## config.mk

```make
export PLATFORM = sky130hd
export DESIGN_NAME = pipe_stage_regs_flat
export DESIGN_NICKNAME = d
export VERILOG_FILES = /design/src/rtl/pipe_stage_regs_if.sv /design/src/rtl/pipe_stage_regs.sv /design/src/flat_wrapper.sv
export SDC_FILE = /design/constraint.sdc
export NUM_CORES = 1
export LEC_CHECK = 0
export CAP_MARGIN = 10
export CORE_ASPECT_RATIO = 1.4
export CORE_MARGIN = 2
export CORE_UTILIZATION = 45
export CTS_CLUSTER_SIZE = 8
export DETAILED_ROUTE_END_ITERATION = 12
export GPL_TIMING_DRIVEN = 1
export HOLD_SLACK_MARGIN = 0.15
export PLACE_DENSITY = 0.86
export SLEW_MARGIN = 20
export SYNTH_ARGS = -nofsm -noshare
export SYNTH_HDL_FRONTEND = slang
export SYNTH_SLANG_ARGS = --single-unit
```

## constraint.sdc

```tcl
create_clock -name clk -period 5.3 [get_ports clk]
set_clock_uncertainty 0.05 [all_clocks]
set_input_delay 0.53 -clock clk [delete_from_list [all_inputs] [get_ports clk]]
set_output_delay 0.53 -clock clk [all_outputs]
set_load 0.01 [all_outputs]
```

## src/rtl/pipe_stage_regs_if.sv

```systemverilog
// Purpose: bundles the decoder fields, control-unit enables and the stage outputs
//          of the decode/execute/writeback register chain.
// Signals:
//   decoder side : in_A, in_B, in_C, in_T, in_ALU, in_MR, in_valid
//   control side : en0, en1, flush (in); fetch_en (out, combinational)
//   stage fields : A0,B0,C0,T0,ALU0,MR0,v0 / C1,T1,ALU1,v1 / C2,T2,v2
//   counters     : stall_cnt, bubble_cnt
// Modports: master = decoder/control/testbench side, slave = pipe_stage_regs.
interface pipe_stage_regs_if #(
    parameter int unsigned CW   = 6,
    parameter int unsigned BW   = 5,
    parameter int unsigned TW   = 7,
    parameter int unsigned ALUW = 4,
    parameter int unsigned CNTW = 16
);
    // decoded instruction
    logic [CW-1:0]   in_A;
    logic [BW-1:0]   in_B;
    logic [CW-1:0]   in_C;
    logic [TW-1:0]   in_T;
    logic [ALUW-1:0] in_ALU;
    logic            in_MR;
    logic            in_valid;
    // control unit
    logic            en0;
    logic            en1;
    logic            flush;
    logic            fetch_en;
    // stage 0
    logic [CW-1:0]   A0;
    logic [BW-1:0]   B0;
    logic [CW-1:0]   C0;
    logic [TW-1:0]   T0;
    logic [ALUW-1:0] ALU0;
    logic            MR0;
    logic            v0;
    // stage 1
    logic [CW-1:0]   C1;
    logic [TW-1:0]   T1;
    logic [ALUW-1:0] ALU1;
    logic            v1;
    // stage 2
    logic [CW-1:0]   C2;
    logic [TW-1:0]   T2;
    logic            v2;
    // performance counters
    logic [CNTW-1:0] stall_cnt;
    logic [CNTW-1:0] bubble_cnt;

    modport master (
        output in_A, in_B, in_C, in_T, in_ALU, in_MR, in_valid, en0, en1, flush,
        input  fetch_en, A0, B0, C0, T0, ALU0, MR0, v0, C1, T1, ALU1, v1,
               C2, T2, v2, stall_cnt, bubble_cnt
    );

    modport slave (
        input  in_A, in_B, in_C, in_T, in_ALU, in_MR, in_valid, en0, en1, flush,
        output fetch_en, A0, B0, C0, T0, ALU0, MR0, v0, C1, T1, ALU1, v1,
               C2, T2, v2, stall_cnt, bubble_cnt
    );
endinterface

```

## src/rtl/pipe_stage_regs.sv

```systemverilog
// Purpose: three-stage (decode/execute/writeback) pipeline register chain. Holds
//          stalled stages, inserts bubbles on stall/flush and counts stall and
//          bubble cycles with saturating counters.
// Ports:
//   clk  - clock, all state changes on the rising edge
//   rst  - synchronous active-high reset, every stage becomes a bubble
//   bus  - pipe_stage_regs_if.slave: decoder fields in, en0/en1/flush in,
//          stage fields and counters out (registered), fetch_en out (combinational)
module pipe_stage_regs #(
    parameter int unsigned CW   = 6,
    parameter int unsigned BW   = 5,
    parameter int unsigned TW   = 7,
    parameter int unsigned ALUW = 4,
    parameter int unsigned CNTW = 16
) (
    input  logic               clk,
    input  logic               rst,
    pipe_stage_regs_if.slave   bus
);

    localparam logic [CNTW-1:0] CNT_MAX = '1;

    typedef struct packed {
        logic [CW-1:0]   a;
        logic [BW-1:0]   b;
        logic [CW-1:0]   c;
        logic [TW-1:0]   t;
        logic [ALUW-1:0] alu;
        logic            mr;
        logic            v;
    } s0_t;

    typedef struct packed {
        logic [CW-1:0]   c;
        logic [TW-1:0]   t;
        logic [ALUW-1:0] alu;
        logic            v;
    } s1_t;

    typedef struct packed {
        logic [CW-1:0]   c;
        logic [TW-1:0]   t;
        logic            v;
    } s2_t;

    s0_t             s0_q, s0_d;
    s1_t             s1_q, s1_d;
    s2_t             s2_q, s2_d;
    logic [CNTW-1:0] stall_q, stall_d;
    logic [CNTW-1:0] bubble_q, bubble_d;

    logic            adv0;
    logic            s0_pass;

    // stage 0 moves on only when both enables are up; stage 1 takes stage 0 unless flushed
    assign adv0    = bus.en0 & bus.en1;
    assign s0_pass = bus.en0 & ~bus.flush;

    // Next-state for all stages and counters
    always_comb begin
        s0_d     = s0_q;
        s1_d     = s1_q;
        s2_d     = '0;
        stall_d  = stall_q;
        bubble_d = bubble_q;

        // stage 2: advance or bubble, never holds
        if (bus.en1) begin
            s2_d.c = s1_q.c;
            s2_d.t = s1_q.t;
            s2_d.v = s1_q.v;
        end

        // stage 1: hold while en1 is low (multi-cycle op), else stage 0 or bubble
        if (bus.en1) begin
            if (s0_pass) begin
                s1_d.c   = s0_q.c;
                s1_d.t   = s0_q.t;
                s1_d.alu = s0_q.alu;
                s1_d.v   = s0_q.v;
            end else begin
                s1_d = '0;
            end
        end

        // stage 0: flush beats everything, then load/bubble from decoder, else hold
        if (bus.flush) begin
            s0_d = '0;
        end else if (adv0) begin
            if (bus.in_valid) begin
                s0_d.a   = bus.in_A;
                s0_d.b   = bus.in_B;
                s0_d.c   = bus.in_C;
                s0_d.t   = bus.in_T;
                s0_d.alu = bus.in_ALU;
                s0_d.mr  = bus.in_MR;
                s0_d.v   = 1'b1;
            end else begin
                s0_d = '0;
            end
        end

        // saturating performance counters
        if (!bus.en0 && (stall_q != CNT_MAX)) begin
            stall_d = stall_q + CNTW'(1);
        end
        // only bubbles created by stall/flush count, not ones from an empty stage 0
        if (bus.en1 && !s0_pass && (bubble_q != CNT_MAX)) begin
            bubble_d = bubble_q + CNTW'(1);
        end
    end

    // State registers
    always_ff @(posedge clk) begin
        if (rst) begin
            s0_q     <= '0;
            s1_q     <= '0;
            s2_q     <= '0;
            stall_q  <= '0;
            bubble_q <= '0;
        end else begin
            s0_q     <= s0_d;
            s1_q     <= s1_d;
            s2_q     <= s2_d;
            stall_q  <= stall_d;
            bubble_q <= bubble_d;
        end
    end

    assign bus.fetch_en   = adv0 & ~bus.flush;

    assign bus.A0         = s0_q.a;
    assign bus.B0         = s0_q.b;
    assign bus.C0         = s0_q.c;
    assign bus.T0         = s0_q.t;
    assign bus.ALU0       = s0_q.alu;
    assign bus.MR0        = s0_q.mr;
    assign bus.v0         = s0_q.v;
    assign bus.C1         = s1_q.c;
    assign bus.T1         = s1_q.t;
    assign bus.ALU1       = s1_q.alu;
    assign bus.v1         = s1_q.v;
    assign bus.C2         = s2_q.c;
    assign bus.T2         = s2_q.t;
    assign bus.v2         = s2_q.v;
    assign bus.stall_cnt  = stall_q;
    assign bus.bubble_cnt = bubble_q;

endmodule

```

## src/flat_wrapper.sv

```systemverilog
// flat-port wrapper written by rule: the top's interface ports become plain ports
module pipe_stage_regs_flat 
#(
    parameter int unsigned CW   = 6,
    parameter int unsigned BW   = 5,
    parameter int unsigned TW   = 7,
    parameter int unsigned ALUW = 4,
    parameter int unsigned CNTW = 16
)
  (clk, rst, bus_in_A, bus_in_B, bus_in_C, bus_in_T, bus_in_ALU, bus_in_MR, bus_in_valid, bus_en0, bus_en1, bus_flush, bus_fetch_en, bus_A0, bus_B0, bus_C0, bus_T0, bus_ALU0, bus_MR0, bus_v0, bus_C1, bus_T1, bus_ALU1, bus_v1, bus_C2, bus_T2, bus_v2, bus_stall_cnt, bus_bubble_cnt);
  pipe_stage_regs_if #(.CW(CW), .BW(BW), .TW(TW), .ALUW(ALUW), .CNTW(CNTW)) bus_i ();
  input  logic clk;
  input  logic rst;
  input wire logic [$bits(bus_i.in_A)-1:0] bus_in_A;
  input wire logic [$bits(bus_i.in_B)-1:0] bus_in_B;
  input wire logic [$bits(bus_i.in_C)-1:0] bus_in_C;
  input wire logic [$bits(bus_i.in_T)-1:0] bus_in_T;
  input wire logic [$bits(bus_i.in_ALU)-1:0] bus_in_ALU;
  input wire logic [$bits(bus_i.in_MR)-1:0] bus_in_MR;
  input wire logic [$bits(bus_i.in_valid)-1:0] bus_in_valid;
  input wire logic [$bits(bus_i.en0)-1:0] bus_en0;
  input wire logic [$bits(bus_i.en1)-1:0] bus_en1;
  input wire logic [$bits(bus_i.flush)-1:0] bus_flush;
  output wire logic [$bits(bus_i.fetch_en)-1:0] bus_fetch_en;
  output wire logic [$bits(bus_i.A0)-1:0] bus_A0;
  output wire logic [$bits(bus_i.B0)-1:0] bus_B0;
  output wire logic [$bits(bus_i.C0)-1:0] bus_C0;
  output wire logic [$bits(bus_i.T0)-1:0] bus_T0;
  output wire logic [$bits(bus_i.ALU0)-1:0] bus_ALU0;
  output wire logic [$bits(bus_i.MR0)-1:0] bus_MR0;
  output wire logic [$bits(bus_i.v0)-1:0] bus_v0;
  output wire logic [$bits(bus_i.C1)-1:0] bus_C1;
  output wire logic [$bits(bus_i.T1)-1:0] bus_T1;
  output wire logic [$bits(bus_i.ALU1)-1:0] bus_ALU1;
  output wire logic [$bits(bus_i.v1)-1:0] bus_v1;
  output wire logic [$bits(bus_i.C2)-1:0] bus_C2;
  output wire logic [$bits(bus_i.T2)-1:0] bus_T2;
  output wire logic [$bits(bus_i.v2)-1:0] bus_v2;
  output wire logic [$bits(bus_i.stall_cnt)-1:0] bus_stall_cnt;
  output wire logic [$bits(bus_i.bubble_cnt)-1:0] bus_bubble_cnt;
  assign bus_i.in_A = bus_in_A;
  assign bus_i.in_B = bus_in_B;
  assign bus_i.in_C = bus_in_C;
  assign bus_i.in_T = bus_in_T;
  assign bus_i.in_ALU = bus_in_ALU;
  assign bus_i.in_MR = bus_in_MR;
  assign bus_i.in_valid = bus_in_valid;
  assign bus_i.en0 = bus_en0;
  assign bus_i.en1 = bus_en1;
  assign bus_i.flush = bus_flush;
  assign bus_fetch_en = bus_i.fetch_en;
  assign bus_A0 = bus_i.A0;
  assign bus_B0 = bus_i.B0;
  assign bus_C0 = bus_i.C0;
  assign bus_T0 = bus_i.T0;
  assign bus_ALU0 = bus_i.ALU0;
  assign bus_MR0 = bus_i.MR0;
  assign bus_v0 = bus_i.v0;
  assign bus_C1 = bus_i.C1;
  assign bus_T1 = bus_i.T1;
  assign bus_ALU1 = bus_i.ALU1;
  assign bus_v1 = bus_i.v1;
  assign bus_C2 = bus_i.C2;
  assign bus_T2 = bus_i.T2;
  assign bus_v2 = bus_i.v2;
  assign bus_stall_cnt = bus_i.stall_cnt;
  assign bus_bubble_cnt = bus_i.bubble_cnt;
  pipe_stage_regs #(.CW(CW), .BW(BW), .TW(TW), .ALUW(ALUW), .CNTW(CNTW)) u_core (.clk(clk), .rst(rst), .bus(bus_i));
endmodule
```

# Word-level counts from Yosys, hierarchy flattened
# Index checks and enable logic that the tools add are counted.
# Widths: inputs -> output; s select.
# op_classes
n_addsub	2
eq_ne	2
muxes	2
n_bitwise	5
n_reduce_logical	7
# ops
op	count
$add 16x1->16 const B	2
$ne 16x16->1 const B	2
$mux 30	1
$mux 18	1
$reduce_or 2->1	2
$and 1x1->1	3
$logic_and 1x1->1	3
$logic_not 1->1	2
$not 1->1	2
# totals
ff_bits	94
in_bits	35
output_inout_bits	95
elab_cells	34

# Logic depth before layout (Yosys ltp)
# logic_depth
depth_word	5
mapped_depth	7
ltp_nobuf	6

# Worst setup path after synthesis
# OpenSTA, ideal clock, no wires.
# synth_path
kind	in2out
startpoint	in bus_en0
endpoint	out bus_fetch_en
arrival_ns	1.398
required_time_ns	4.720
setup_slack_ns	3.322
path_stages	4
path_buffers	2
cell_sequence	buf_2 -> nand2_1 -> nor2_1 -> buf_2
# synth_between
elab_chain_cells	2
# synth_lines
element	line	source
start, declared	flat_wrapper.sv:21	input wire logic [$bits(bus_i.en0)-1:0] bus_en0;
$and 1x1->1	pipe_stage_regs.sv:56	assign adv0 = bus.en0 & bus.en1;
$and 1x1->1	pipe_stage_regs.sv:130	assign bus.fetch_en = adv0 & ~bus.flush;
end, declared	flat_wrapper.sv:24	output wire logic [$bits(bus_i.fetch_en)-1:0] bus_fetch_en;
# Every way passes these cells.

# Worst setup path in the final report
# layout_path
startpoint	in bus_en1
endpoint	out bus_fetch_en
# layout_between
elab_chain_cells	2
# layout_lines
element	line	source
start, declared	flat_wrapper.sv:22	input wire logic [$bits(bus_i.en1)-1:0] bus_en1;
$and 1x1->1	pipe_stage_regs.sv:56	
$and 1x1->1	pipe_stage_regs.sv:130	
# Every way passes these cells.

==> flow_summary.toml <==
[logic_synthesis]
syn-mean-instance-area_um2 = 8.660
synth_area_um2 = 3732
synthFlopType = "dfxtp_1"
synth-async-reset-ratio_pct = 0
synth_edf_count = 0
yosysSeqAreaShare_pct = 50.42
synth_cells = 431
yosysWarnings = 0
synth_cell_types = 37
syn_nets = 468
ys_seq_elements = 94

[outcome]
status = "finished, final reports clean"

[cells_and_area]
final_common_cell = "clkdlybuf4s50_1"
drive_gt1_share_pct = 5.425
nets = 586
diodes = 0
synthToLayoutAreaGrowth_pct = 44.45
final_cell_mix = "clkdlybuf4s50_1, dfxtp_1, nor2_1, a21oi_1, nand2_1"

[timing]
relSlewSlack_pct = 32.69
finalHoldViolations = 0
setup_tns_ns = 0
tightest_slew_ns = 1.010
min_period_ns = 2.913
maxSlewViolCount = 0
rsz0062_at_grt = "false"
max_clock_freq_mhz = 343.3
finalCritPeriodShare_pct = 54.96
final-setup-viol-count = 0

[floorplan]
coreArea_um2 = 8100
boundaryPins = 130
num_rows = 39
initial_core_util_pct = 46.08
chipHeight_um = 111.8
die_width_um = 80.97
dieArea_um2 = 9049

[job]
max_cap_violations = 0

[placement]
port_buffers = 129
gp_congestion = 0.8428
hpwl_um = 6831

[drt]
routed_via_density = 5.261
wl_per_cell_um = 14.94
drt_pass1_iterations = 4
via_count = 3446
route.detailed.drc = 0
dr.first_iter.drc_count = 163
wirelength_um = 9786
detail-route-antenna-nets = 0

[worst_setup_path]
end_kind = "output port"
critPathKind = "in -> out"
cp_max_fo = 31
start_kind = "input port"
critPathArrivalTime_ns = 2.33
critPathRequiredTime_ns = 4.72
cpPeakStageDelay_ns = 0.57
path_cells = "clkdlybuf4s50_1 > buf_4 > nand2_1 > buf_4 > nor2_1 > clkdlybuf4s50_1"
crit_path_top_delay_cell = "clkdlybuf4s50_1"

[power_and_ir_drop]
power.total_mw = 1.496
p_leak_nw = 1.867
ir_drop_v = 0.0001703
cellPowerDensity_nw_per_um2 = 277.5

[global_route]
overflow = 0
grt_pass1_vias = 3398
grt_pass1_wl_um = 16040
grt_max_degree = 55
grt.total_usage_pct = 22.51
antenna_found_initial = 0

[clock_network]
cts.htree.levels = 3
clock_latency_ns = 0.33
cts_hold_buf = 0
cts_resized = 0
cts_max_path_buffers = 2
cts_tree = "built"
cts_buffers = 9
clock_sinks = 94
cts-root-buf = "clkbuf_16"
clkSlewWorstSetupHoldPaths_ns = 0.06
post_cts_buffers = 0

[worst_hold_path]
hold_path_class = "reg -> reg"
==> state kept, by name, summed over array words and instances (netlist names), 5 cells and up <==
signal                 cells
u_core.bus.A0              6
u_core.bus.B0              5
u_core.bus.C0              6
u_core.bus.C1              6
u_core.bus.C2              6
u_core.bus.T0              7
u_core.bus.T1              7
u_core.bus.T2              7
u_core.bus.bubble_cnt     16
u_core.bus.stall_cnt      16
==> critical path, delay by kind of cell <==
family        cells  cell delay, ns
buf+inv           4            1.54
simple gates      2            0.25
==> stage by stage <==
| stage | util [%] | hold slack [ns] | instance area [um2] | instances | setup WS [ns] |
|---|---|---|---|---|---|
| after floorplan | - | 0.4262 | 3732 | 431 | 3.322 |
| after global routing | 66.56 | 0.4299 | 5391 | 655 | 2.297 |
| final | 66.56 | 0.4063 | 5391 | 655 | 2.387 |
| after CTS | 66.56 | 0.4066 | 5391 | 655 | 2.379 |
| after detailed placement | 62.57 | 0.3978 | 5069 | 640 | 2.385 |
| after global placement | 62.57 | 0.3905 | 5069 | 640 | 2.433 |
==> logic make-up (layout without fill, tap and decap cells) <==
group                    count (synthesis)  count (layout)  share of synthesized area, %
AND/OR/NAND/NOR                        225             225                         32.05
flip-flops                              94              94                         50.42
adder cells (fa/ha/maj)                  2               2                        0.6704
XOR/XNOR                                21              21                         4.928
AO/OA/AOI/OAI                           58              58                         8.079
multiplexers                             3               3                        0.8716
buffers and inverters                   28             150                         2.984
==> path summary, 6_finish.rpt <==
| check | endpoint | cells past startpoint | startpoint | slack, ns |
|---|---|---|---|---|
| min reg2reg | u_core.bus.A0[4] | 2 | u_core.bus.A0[4] | 0.41 |
| max reg2reg | u_core.bus.bubble_cnt[15] | 6 | u_core.bus.bubble_cnt[0] | 3.08 |
| max | bus_fetch_en | 6 | bus_en1 | 2.39 |
| min | u_core.bus.A0[4] | 2 | u_core.bus.A0[4] | 0.41 |
==> layer usage <==
layer	vias up	global-route usage, %	wire [um]
met3	24	5.592	598
met4	0	9.831	303
met5	-	0	0
met1	1606	27.44	3920
li1	1690	-	-
met2	126	37.02	4963
==> where the power goes <==
group | internal [mW] | total (mW) | switching (mW)
clock | 0.435 | 0.689 | 0.255
combinational | 0.0426 | 0.0871 | 0.0445
sequential | 0.713 | 0.720 | 0.00703
total | 1.19 | 1.50 | 0.306
==> synth_stat cells, types with 2 or more instances <==
library cell  instances  area [um2]
dfxtp_1              94        1882
a21oi_1              53       265.3
nor4_4                3       63.81
clkbuf_1             20       75.07
and3_1                2       12.51
nor3_2                2       20.02
and4b_1               3       30.03
o21ai_0               2       10.01
nand4_1               6       37.54
and2_1               16       100.1
mux2_2                2       22.52
nor3_1               12       60.06
nor4_1                8       50.05
xnor2_1              21       183.9
nor3b_1               3       22.52
nor2b_1              23       143.9
nor2_1               53       198.9
buf_1                 2       7.510
nand3_1              38       190.2
nand2_1              47       176.4
inv_1                 3       11.26
ha_1                  2       25.02
buf_2                 2       10.01
==> layout make-up <==
| cell class | count | area (um2) |
|---|---|---|
| clock buffers | 11 | 252.7 |
| clock inverters | 4 | 70.07 |
| fillers | 670 | 2709 |
| inverters | 3 | 11.26 |
| multi-input cells | 309 | 1739 |
| flip-flops and latches | 94 | 1882 |
| well taps | 102 | 127.6 |
| repair buffers | 132 | 1309 |
No activity file was read; power rests on OpenSTA's default activity.
